<file path="src/rtl/bias_stream_buffer.sv">
// Bias memory with a programmable per-layer (base,len) table, a valid/ready
// bulk loader, and a backpressured per-channel read stream behind a 2-deep FIFO.
module bias_stream_buffer #(
  parameter int MEM_SIZE   = 64,
  parameter int AWIDTH     = 6,
  parameter int B_BW       = 8,
  parameter int NUM_LAYERS = 4,
  parameter int LWIDTH     = 2
) (
  input  logic              clk,
  input  logic              rst,
  input  logic              cfg_we,
  input  logic [LWIDTH-1:0] cfg_layer,
  input  logic [AWIDTH-1:0] cfg_base,
  input  logic [AWIDTH:0]   cfg_len,
  input  logic              load_start,
  input  logic [LWIDTH-1:0] load_layer,
  input  logic              load_valid,
  input  logic [B_BW-1:0]   load_data,
  output logic              load_ready,
  output logic              load_done,
  input  logic              rd_start,
  input  logic [LWIDTH-1:0] rd_layer,
  output logic              rd_valid,
  input  logic              rd_ready,
  output logic [B_BW-1:0]   rd_data,
  output logic              rd_last,
  output logic              busy,
  output logic              err
);
  typedef enum logic [1:0] {IDLE, LOAD, READ} state_t;
  localparam int CW = AWIDTH + 1;

  state_t            state_q, state_d;
  logic [AWIDTH-1:0] tbl_base_q [NUM_LAYERS];
  logic [AWIDTH-1:0] tbl_base_d [NUM_LAYERS];
  logic [CW-1:0]     tbl_len_q  [NUM_LAYERS];
  logic [CW-1:0]     tbl_len_d  [NUM_LAYERS];
  logic [AWIDTH-1:0] base_q, base_d;
  logic [CW-1:0]     len_q, len_d, wcnt_q, wcnt_d, rcnt_q, rcnt_d;
  logic              load_ready_q, load_ready_d, load_done_q, load_done_d;
  logic              err_q, err_d;
  logic [B_BW-1:0]   fifo_data_q [2];
  logic [B_BW-1:0]   fifo_data_d [2];
  logic [1:0]        fifo_last_q, fifo_last_d, fifo_cnt_q, fifo_cnt_d;
  logic              infl_q, infl_d, infl_last_q, infl_last_d;

  logic [B_BW-1:0]   mem [MEM_SIZE];
  logic [B_BW-1:0]   rdata_q;

  logic [AWIDTH+1:0] cfg_end;
  logic              cfg_ok, start, start_ok, wr_en, issue, pop;
  logic [LWIDTH-1:0] sel_layer;
  logic [1:0]        occ;
  logic [AWIDTH-1:0] wr_addr, rd_addr;

  always_comb begin
    cfg_end   = {2'b00, cfg_base} + {1'b0, cfg_len};
    cfg_ok    = ({1'b0, cfg_layer} < (LWIDTH+1)'(NUM_LAYERS)) &&
                (cfg_end <= (AWIDTH+2)'(MEM_SIZE));
    start     = load_start | rd_start;
    sel_layer = load_start ? load_layer : rd_layer;
    start_ok  = ({1'b0, sel_layer} < (LWIDTH+1)'(NUM_LAYERS)) &&
                (tbl_len_q[sel_layer] != '0);
    wr_en     = (state_q == LOAD) && load_valid && load_ready_q;
    wr_addr   = base_q + wcnt_q[AWIDTH-1:0];
    rd_addr   = base_q + rcnt_q[AWIDTH-1:0];
    pop       = (fifo_cnt_q != 2'd0) && rd_ready;
    // Occupancy after this cycle's pop: lets a new read issue in the same
    // cycle a beat leaves, which is what keeps the stream bubble-free.
    occ       = fifo_cnt_q - {1'b0, pop};
    issue     = (state_q == READ) && ((occ + {1'b0, infl_q}) < 2'd2) &&
                (rcnt_q < len_q);
  end

  always_comb begin
    state_d      = state_q;
    tbl_base_d   = tbl_base_q;
    tbl_len_d    = tbl_len_q;
    base_d       = base_q;
    len_d        = len_q;
    wcnt_d       = wcnt_q;
    rcnt_d       = rcnt_q;
    load_ready_d = 1'b0;
    load_done_d  = 1'b0;
    err_d        = 1'b0;
    fifo_data_d  = fifo_data_q;
    fifo_last_d  = fifo_last_q;
    fifo_cnt_d   = occ + {1'b0, infl_q};
    infl_d       = issue;
    infl_last_d  = issue && (rcnt_q == len_q - CW'(1));
    if (pop) begin
      fifo_data_d[0] = fifo_data_q[1];
      fifo_last_d[0] = fifo_last_q[1];
    end
    if (infl_q) begin
      fifo_data_d[occ[0]] = rdata_q;
      fifo_last_d[occ[0]] = infl_last_q;
    end
    if (issue) rcnt_d = rcnt_q + CW'(1);
    case (state_q)
      IDLE: begin
        if (cfg_we) begin
          if (cfg_ok) begin
            tbl_base_d[cfg_layer] = cfg_base;
            tbl_len_d[cfg_layer]  = cfg_len;
          end else begin
            err_d = 1'b1;
          end
        end
        if (start) begin
          if (start_ok) begin
            base_d       = tbl_base_q[sel_layer];
            len_d        = tbl_len_q[sel_layer];
            wcnt_d       = '0;
            rcnt_d       = '0;
            state_d      = load_start ? LOAD : READ;
            load_ready_d = load_start;
          end else begin
            err_d = 1'b1;
          end
        end
      end
      LOAD: begin
        load_ready_d = 1'b1;
        if (wr_en) begin
          wcnt_d = wcnt_q + CW'(1);
          if (wcnt_q == len_q - CW'(1)) begin
            load_ready_d = 1'b0;
            load_done_d  = 1'b1;
            state_d      = IDLE;
          end
        end
      end
      READ: if (pop && fifo_last_q[0]) state_d = IDLE;
      default: state_d = IDLE;
    endcase
  end

  always_ff @(posedge clk or posedge rst) begin
    if (rst) begin
      state_q <= IDLE;
      for (int i = 0; i < NUM_LAYERS; i++) begin
        tbl_base_q[i] <= '0;
        tbl_len_q[i]  <= '0;
      end
      base_q         <= '0;
      len_q          <= '0;
      wcnt_q         <= '0;
      rcnt_q         <= '0;
      load_ready_q   <= 1'b0;
      load_done_q    <= 1'b0;
      err_q          <= 1'b0;
      fifo_data_q[0] <= '0;
      fifo_data_q[1] <= '0;
      fifo_last_q    <= '0;
      fifo_cnt_q     <= '0;
      infl_q         <= 1'b0;
      infl_last_q    <= 1'b0;
    end else begin
      state_q      <= state_d;
      tbl_base_q   <= tbl_base_d;
      tbl_len_q    <= tbl_len_d;
      base_q       <= base_d;
      len_q        <= len_d;
      wcnt_q       <= wcnt_d;
      rcnt_q       <= rcnt_d;
      load_ready_q <= load_ready_d;
      load_done_q  <= load_done_d;
      err_q        <= err_d;
      fifo_data_q  <= fifo_data_d;
      fifo_last_q  <= fifo_last_d;
      fifo_cnt_q   <= fifo_cnt_d;
      infl_q       <= infl_d;
      infl_last_q  <= infl_last_d;
    end
  end

  // Plain BRAM: no reset so contents survive rst and the tools can map it.
  always_ff @(posedge clk) begin
    if (wr_en) mem[wr_addr] <= load_data;
    if (issue) rdata_q <= mem[rd_addr];
  end

  assign load_ready = load_ready_q;
  assign load_done  = load_done_q;
  assign err        = err_q;
  assign busy       = (state_q != IDLE);
  assign rd_valid   = (fifo_cnt_q != 2'd0);
  assign rd_data    = fifo_data_q[0];
  assign rd_last    = fifo_last_q[0] && rd_valid;
endmodule

</file>
<file path="config.mk">
export PLATFORM = sky130hd
export DESIGN_NAME = bias_stream_buffer
export DESIGN_NICKNAME = d
export VERILOG_FILES = /design/src/rtl/bias_stream_buffer.sv
export SDC_FILE = /design/constraint.sdc
export NUM_CORES = 1
export LEC_CHECK = 0
export ABC_AREA = 1
export BUFFER_PORTS_ARGS = -buffer_cell sky130_fd_sc_hd__buf_2
export CORE_MARGIN = 5
export CORE_UTILIZATION = 55
export DETAILED_ROUTE_END_ITERATION = 7
export GPL_ROUTABILITY_DRIVEN = 0
export PLACE_DENSITY_LB_ADDON = 0.25
export SLEW_MARGIN = 10
export SYNTH_ARGS = -nofsm -noshare
export SYNTH_HDL_FRONTEND = slang
export SYNTH_SLANG_ARGS = --single-unit
</file>
<file path="constraint.sdc">
create_clock -name clk -period 3.3 [get_ports clk]
set_input_delay 0.495 -clock clk [delete_from_list [all_inputs] [get_ports clk]]
set_output_delay 0.495 -clock clk [all_outputs]
set_load 0.05 [all_outputs]
</file>
# ---- Word-level counts from Yosys, hierarchy flattened
# Memories as Yosys holds them, arrays and structs flattened. A register that Yosys moved wholly into a read port is not among the register bits.
# Cells that the tools add are included.
dict set report totals {
  in_bits 34
  ram_bits 512
  n_memories 1
  output_inout_bits 14
  wordCells 128
  regBits 106
}
# name depth word_bits rd rd_ports_with_merged_regs wr line_no
set memory_table {}
lappend memory_table {mem 64 8 1 1 1 48} ;# logic [B_BW-1:0] mem [MEM_SIZE];
dict set report classes {
  n_reduce_logical 20
  magnitude_cmp 10
  n_bitwise 4
  n_eq_ne 9
  n_mux 53
  n_addsub 8
}
# cell n
set ops {}
lappend ops {{$mux 7} 10}
lappend ops {{$bwmux 28} 1}
lappend ops {{$bwmux 24} 1}
lappend ops {{$mux 6} 3}
lappend ops {{$mux 1} 17}
lappend ops {{$bwmux 16} 1}
lappend ops {{$mux 16} 1}
lappend ops {{$mux 8} 2}
lappend ops {{$add 7x1->7 const B} 2}
lappend ops {{$bmux 7 s2} 1}
lappend ops {{$demux 7 s2} 1}
lappend ops {{$eq 7x7->1} 2}
lappend ops {{$mux 2} 7}
lappend ops {{$pmux 7 s2} 1}
lappend ops {{$add 6x6->6} 2}
lappend ops {{$bmux 6 s2} 1}
lappend ops {{$demux 6 s2} 1}
lappend ops {{$logic_and 1x1->1} 11}
lappend ops {{$add 6x7->8} 1}
lappend ops {{$demux 8 s1} 1}
lappend ops {{$le 8x7->1 const B} 1}
lappend ops {{$lt 7x7->1} 1}
lappend ops {{$reduce_bool 7->1} 1}
lappend ops {{$sub 7x1->7 const B} 1}
lappend ops {{25 further kinds} 33}

# ---- Logic depth before layout (Yosys ltp)
# Gate-level depths: netlist of run 1.
dict set report logic_depth {
  word_depth 11
  ltp_mapped 15
  ltp_nobuf 14
}

# ---- Least setup slack after synthesis of run 1
# No wires, ideal clock.
dict set report synth_timing {
  kind {register to register}
  startpoint {register fifo_cnt_q[1]}
  endpoint {register rcnt_q[2]}
  period_less_slack_ps 2849
  t_arrival_ps 2732
  setup_time_ps 117
  path_stages_with_launch 16
  t_required_ps 3183
  slack_ps 451
  n_path_buf 1
  cell_sequence {dfrtp_1 > inv_1 > nand2_1 > nand2_1 > inv_1 > ha_1 > inv_1 > ha_1 > clkbuf_1 > xor2_1 > nand3_1 > clkinv_1 > nand2_1 > nand2_1 > inv_1 > nor2_1}
}
dict set report synth_between {
  elab_chain_len 11
}
# item line_no
set synth_rtl {}
lappend synth_rtl {{from (decl)} 45} ;# logic [1:0] fifo_last_q, fifo_last_d, fifo_cnt_q, fifo_cnt_d;
lappend synth_rtl {{from (signal assigned)} 173} ;# fifo_cnt_q <= fifo_cnt_d;
lappend synth_rtl {{$reduce_bool 2->1 *} -}
lappend synth_rtl {{net rd_valid} 24} ;# output logic rd_valid,
lappend synth_rtl {{$logic_and 1x1->1 *} 68} ;# pop = (fifo_cnt_q != 2'd0) && rd_ready;
lappend synth_rtl {{$sub 2x1->2 *} 71} ;# occ = fifo_cnt_q - {1'b0, pop};
lappend synth_rtl {{$add 2x1->2 *} 72} ;# issue = (state_q == READ) && ((occ + {1'b0, infl_q}) < 2'd2) &&
lappend synth_rtl {{$lt 2x2->1 *} 72}
lappend synth_rtl {{$logic_and 1x1->1 * (2 in a row)} 72}
lappend synth_rtl {{net infl_d} 46} ;# logic infl_q, infl_d, infl_last_q, infl_last_d;
lappend synth_rtl {{$mux 7 *} 100} ;# if (issue) rcnt_d = rcnt_q + CW'(1);
lappend synth_rtl {{$mux 7} 112} ;# if (start_ok) begin
lappend synth_rtl {{$mux 7} 111} ;# if (start) begin
lappend synth_rtl {{$mux 7 *} 101} ;# case (state_q)
lappend synth_rtl {{net rcnt_d[2]} 40} ;# logic [CW-1:0] len_q, len_d, wcnt_q, wcnt_d, rcnt_q, rcnt_d;
lappend synth_rtl {{to (signal assigned)} 167} ;# rcnt_q <= rcnt_d;
lappend synth_rtl {{to (decl)} 40}
# Mark *: on every way through the listed nets, which the timed path passes. The rest lies on a longest branch.
# A chain may end at the register's enable or synchronous reset.

# ---- Worst setup path in the final report of run 1
dict set report layout_timing {
  startpoint {register rcnt_q[0]}
  endpoint {register rdata_q[6] (read register of mem) (data pin)}
}
dict set report layout_between {
  elab_chain_len 2
  word_cells_on_any_way 3
  classes_between {1 x add/sub; 1 x order compare; 1 x reduce/logical}
}
# item line_no
set layout_rtl {}
lappend layout_rtl {{$lt 7x7->1} 73} ;# (rcnt_q < len_q);
lappend layout_rtl {{$logic_and 1x1->1} 72}
lappend layout_rtl {{to (decl)} 49} ;# logic [B_BW-1:0] rdata_q;
# Several ways; a longest one is shown, not always the timed one.

==> out/results.ini, run 1 <==
[grt]
busiest_layer = met2
grt_max_degree = 97
first_global_vias = 18990
gr-usage-all-layers = 0.2484
antenna_found_initial = 0
grt_pass1_wl_um = 105300
grt_util_met2 = 0.4099
grtUsageMet3 = 0.03929
overflow = 0
use_met1 = 0.3392

[pwr]
total_power_w = 0.02666
p_per_area_mw_per_mm2 = 862.2
p_int_w = 0.01654
swShare = 0.3796
power_switching_w = 0.01012
total_leakage_power_nw = 11.68
clkPwrFrac = 0.265
power_frac_seq = 0.368
ir_worst_vdd_uv = 528.5
combPwrFrac = 0.367

[clock_network]
clock-sinks = 626
cts-hold-fix-buffers = 0
clk_latency_ps = 600
cts_resized = 0
clk_pin_slew_ps = 60
cts_made_buffers = 66
cts_tree = yes
post_cts_buffers = 0
clk_path_buf_depth = 3
cts_root_buffer = clkbuf_16
htree_levels = 3

[worst_setup_path]
ff2ff_setup_slack_ps = 210
reg2reg_depth = 13
r2r_end = rdata_q[6]
crit_arrival_ps = 3450
endpoint = rdata_q[6]
crit_fanout = 19
critPathLaunch = rcnt_q[0]
cp-end-kind = register
critPathKind = register to register
r2r-start = rcnt_q[0]
start_kind = register
crit_required_ps = 3660

[finish]
final_cells = 3388
final_nets = 2742
final_common_cell = edfxtp_1
fill_cells = 3841
num_antenna_cells = 0
final_cell_mix = edfxtp_1, nor2_1, nand2_1, o21ai_0, nand3_1
area_delta_synth_final_pct = 13.54
drive_above_1_share = 0.1094

[timing]
finalSetupViolCount = 0
hold_viol = 0
tns_ps = 0
worst_slew_pin_slew_ps = 1116
clock_skew_ps = 27.45
max_freq_mhz = 323.4
finalCriticalPeriod_ps = 3092
max_slew_margin = 0.2504
slew_violations = 0
rsz0062_at_grt = false
fin_crit_sh = 0.9370
holdWs_ps = 91.34

[drt]
dr_total_vias = 19460
final_antenna_net_count = 0
dr.pass1.iters = 6
via_per_inst = 5.743
wl_per_cell_um = 19.65
routed_wl_um = 66590
first_iter_violations = 2118
drt_drc_violations_left = 0

[die]
fp.dieW_um = 232.5
die_area_mm2 = 0.05406
initial_core_util = 0.5563
die_h_um = 232.5
core.rowCount = 81
io_pins = 48
fp.coreArea_mm2 = 0.04895

[run]
max_cap_viol_count = 0

[yosys]
synthCells = 2581
avgSynthCellArea_um2 = 10.55
netlist.area_leader.share = 0.5734
synth_nets = 2646
netlist_area_mm2 = 0.02723
synth_cell_types = 36
netlist_top_cells_area = edfxtp_1, dfrtp_1, o21ai_0, nor2_1, nand2_1
synth_warnings = 0
ys_ff_latch = 626
yosysTopAreaCell = edfxtp_1
synth_seq_area_share = 0.6708

[worst_hold_path]
hp-class = input port to async pin

[placement]
dpl.cell_count = 3273
portBuffers = 47
dp_hpwl_um = 41080

[status]
outcome = finished clean

## state kept, by name (all words and copies together), names as in the netlist, 6 cells and up
register / cells
len_q: 7
fifo_data_q: 8
mem: 512
base_q: 6
rcnt_q: 7
rdata_q: 8
tbl_base_q: 24
wcnt_q: 7
rd_data: 8
tbl_len_q: 28
## worst max-delay path, cell delays in order (launching register included)
cell     delay (ps)
dfrtp_1         480
ha_4            210
fa_4            790
buf_12          160
buf_4           250
nor2_1          100
o21ai_0         130
o21ai_0         270
nand2_1         130
nand3_1          80
nand3_1          90
nand2_1          50
nand2_1          60
nand2_1          40
## per-layer routing
layer / up-vias / wire length, µm
met1: 9404 / 27370
li1: 9165 / -
met4: 0 / 2130
met2: 751 / 32460
met3: 136 / 4632
met5: - / 0
## logic make-up after synthesis
family / after synthesis / synth area share
buf+inv: 228 / 0.03575
fa+ha+maj: 31 / 0.01507
simple gates: 1201 / 0.1820
xor+xnor: 22 / 0.007076
compound gates: 471 / 0.08840
flops: 626 / 0.6708
mux: 2 / 0.0008270
## synth_stat cells, drive strengths merged
master and n:
edfxtp 520, nor2 494, nand2 450, o21ai 439
nand3 162, dfrtp 106, clkbuf 87, inv 79
nand4 70, buf 60, ha 28, a21oi 22
nor3 19, xor2 14, xnor2 8, o22ai 6
fa 3, o21bai 3, or2 3, clkinv 2
mux2 2, nand3b 2, nand2b 1, o211a 1
## power groups by stage
stage | combinational (W) | clock, W | sequential, W
CTS | 0.00972 | 0.00717 | 0.00981
floorplan | 0.00652 | 0 | 0.00989
detailed placement | 0.00965 | 0 | 0.00996
finish | 0.00977 | 0.00706 | 0.00982
global route | 0.0109 | 0.00755 | 0.00990
global placement | 0.00945 | 0 | 0.00994
## worst min-delay path by stage
stage | end | slack [ps] | cells after the start
4_1_cts | rcnt_q[6] | 110 | 2
5_1_grt | rcnt_q[6] | 170 | 2
3_3_place_gp | fifo_last_q[0] | 450 | 2
6_report | rcnt_q[5] | 90 | 2
2_1_floorplan | fifo_last_q[0] | 440 | 2
3_5_place_dp | tbl_base_q[21] | 460 | 2
## stage by stage
stage	util	instance area (µm²)	worst slack, ps
after CTS	0.6316	30920	234.5
after floorplan	-	27230	16.11
after detailed placement	0.5897	28870	235.5
after global placement	0.5897	28870	263.3
final	0.6316	30920	208.0
after global routing	0.6316	30920	29.06
## layout make-up
cell class | count | area (µm²) | area share
clock inverters | 32 | 234.0 | 0.007567
flip-flops and latches | 626 | 18270 | 0.5908
inverters | 81 | 314.1 | 0.01016
multi-input cells | 1727 | 8044 | 0.2602
repair buffers | 175 | 1409 | 0.04557
clock buffers | 83 | 1819 | 0.05884
well taps | 664 | 830.8 | 0.02687
Note: power is estimated with default switching activity, not from simulation.
==> run 2, diff against run 1 <==
--- a/config.mk
+++ b/config.mk
@@ -9,6 +9,7 @@
 export BUFFER_PORTS_ARGS = -buffer_cell sky130_fd_sc_hd__buf_2
 export CORE_MARGIN = 5
 export CORE_UTILIZATION = 55
+export CTS_BUF_LIST = sky130_fd_sc_hd__clkbuf_4 sky130_fd_sc_hd__clkbuf_8
 export DETAILED_ROUTE_END_ITERATION = 7
 export GPL_ROUTABILITY_DRIVEN = 0
 export PLACE_DENSITY_LB_ADDON = 0.25
==> out/results.ini, run 2 (same netlist as run 1, synthesis figures left out) <==
[worst_setup_path]
critPathLaunch = base_q[0]
endpoint = rdata_q[6]
r2r-start = base_q[0]
ff2ff_setup_slack_ps = 230
critPathKind = register to register
r2r_end = rdata_q[6]
cp-end-kind = register
crit_required_ps = 3760
start_kind = register
crit_arrival_ps = 3530
reg2reg_depth = 14
crit_fanout = 39

[timing]
tns_ps = 0
worst_slew_pin_slew_ps = 1087
finalSetupViolCount = 0
fin_crit_sh = 0.9318
max_slew_margin = 0.2698
hold_viol = 0
finalCriticalPeriod_ps = 3075
clock_skew_ps = 39.75
max_freq_mhz = 325.2
rsz0062_at_grt = false
holdWs_ps = 114.3
slew_violations = 0

[pwr]
total_leakage_power_nw = 11.77
p_per_area_mw_per_mm2 = 854.4
power_switching_w = 0.01016
swShare = 0.3841
p_int_w = 0.01629
power_frac_seq = 0.371
clkPwrFrac = 0.261
combPwrFrac = 0.368
ir_worst_vdd_uv = 571.5

[die]
core.rowCount = 81
die_h_um = 232.5
initial_core_util = 0.5563
io_pins = 48
fp.dieW_um = 232.5
fp.coreArea_mm2 = 0.04895
die_area_mm2 = 0.05406

[clock_network]
htree_levels = 3
clock-sinks = 626
cts_root_buffer = clkbuf_8
post_cts_buffers = 0
cts_resized = 0
clk_path_buf_depth = 3
cts_made_buffers = 99
clk_pin_slew_ps = 60
cts-hold-fix-buffers = 1
cts_tree = yes
clk_latency_ps = 710

[grt]
overflow = 0
grt_pass1_wl_um = 105000
gr-usage-all-layers = 0.2477
busiest_layer = met2
grt_util_met2 = 0.4103
grtUsageMet3 = 0.04027
use_met1 = 0.3354
first_global_vias = 19130
antenna_found_initial = 0
grt_max_degree = 97

[finish]
largest_reg_flops = 512
final_nets = 2776
area_delta_synth_final_pct = 13.67
drive_above_1_share = 0.1324
utilization = 0.6323
multi_input_area_mm2 = 0.008044
seqCellArea_mm2 = 0.01827
fill_cells = 3911
top_register = mem
num_antenna_cells = 0
final_cell_mix = edfxtp_1, nor2_1, nand2_1, o21ai_0, nand3_1
top_regs = mem: 512 flops, tbl_len_q: 28 flops, tbl_base_q: 24 flops
final_common_cell = edfxtp_1

[drt]
dr_total_vias = 19580
via_per_inst = 5.675
final_antenna_net_count = 0
wl_per_cell_um = 19.28
drt_drc_violations_left = 0
first_iter_violations = 2057
dr.pass1.iters = 5
routed_wl_um = 66500

[placement]
dp_hpwl_um = 41080
portBuffers = 47

[worst_hold_path]
hp-class = input port to register

[status]
outcome = finished clean

[run]
max_cap_viol_count = 0

==> run 2: changes by cell type in the layout (fill, tap and decap cells not counted) <==
cell,before,now
bufinv_16,3,8
clkbuf_16,69,0
clkinv_2,10,19
dlygate4sd3_1,0,1
clkbuf_1,10,0
clkbuf_8,4,107
clkbuf_4,0,22
inv_8,0,1
==> run 2: layer usage <==
layer / part of all wire / up-vias
met3: 0.069 / 124
met1: 0.41 / 9491
li1: - / 9237
met2: 0.49 / 727
met5: 0 / -
met4: 0.029 / 0
==> run 2: area by class of cell <==
class	instances	share of cell area
sequential	626	0.5902
multi-input combinational	1727	0.2599
clock buffer	129	0.05291
timing repair buffer	176	0.04584
tap	664	0.02684
clock inverter	47	0.01423
inverter	81	0.01015
==> run 2: worst min path at each step <==
stage | depth (start not counted) | slack [ps] | from | to
2_1_floorplan | 2 | 440 | infl_last_q | fifo_last_q[0]
3_3_place_gp | 2 | 450 | infl_last_q | fifo_last_q[0]
3_5_place_dp | 2 | 460 | tbl_base_q[21] | tbl_base_q[21]
4_1_cts | 3 | 70 | cfg_base[0] | tbl_base_q[18]
5_1_grt | 3 | 90 | cfg_base[0] | tbl_base_q[18]
6_report | 3 | 110 | cfg_base[0] | tbl_base_q[6]
==> run 2: metrics by stage <==
step                      worst slack [ps]  total power, W  cell area [µm²]  std cells
after floorplan                      16.11         0.01641            27230       2581
after global placement               263.3         0.01939            28870       3273
after detailed placement             235.5         0.01961            28870       3273
after CTS                            229.4         0.02652            30950       3450
after global routing                 35.36         0.02815            30950       3450
final                                225.1         0.02645            30950       3450
==> run 2: critical path, cell delays in order (launching register included) <==
cell     delay (ps)
dfrtp_1         380
buf_4           150
ha_4            160
fa_4            790
buf_12          160
buf_12          200
nor2_1           60
o21ai_0          80
o21ai_0         120
nand2_1          90
nand3_1         130
nand3_1         220
nand2_1         100
nand2_1         100
nand2_1          60
==> run 2: power groups by stage <==
stage	Combinational, W	Sequential (W)	Clock, W
after detailed placement	0.00965	0.00996	0
after floorplan	0.00652	0.00989	0
after CTS	0.00970	0.00981	0.00701
after global routing	0.0108	0.00990	0.00741
final	0.00973	0.00982	0.00689
after global placement	0.00945	0.00994	0
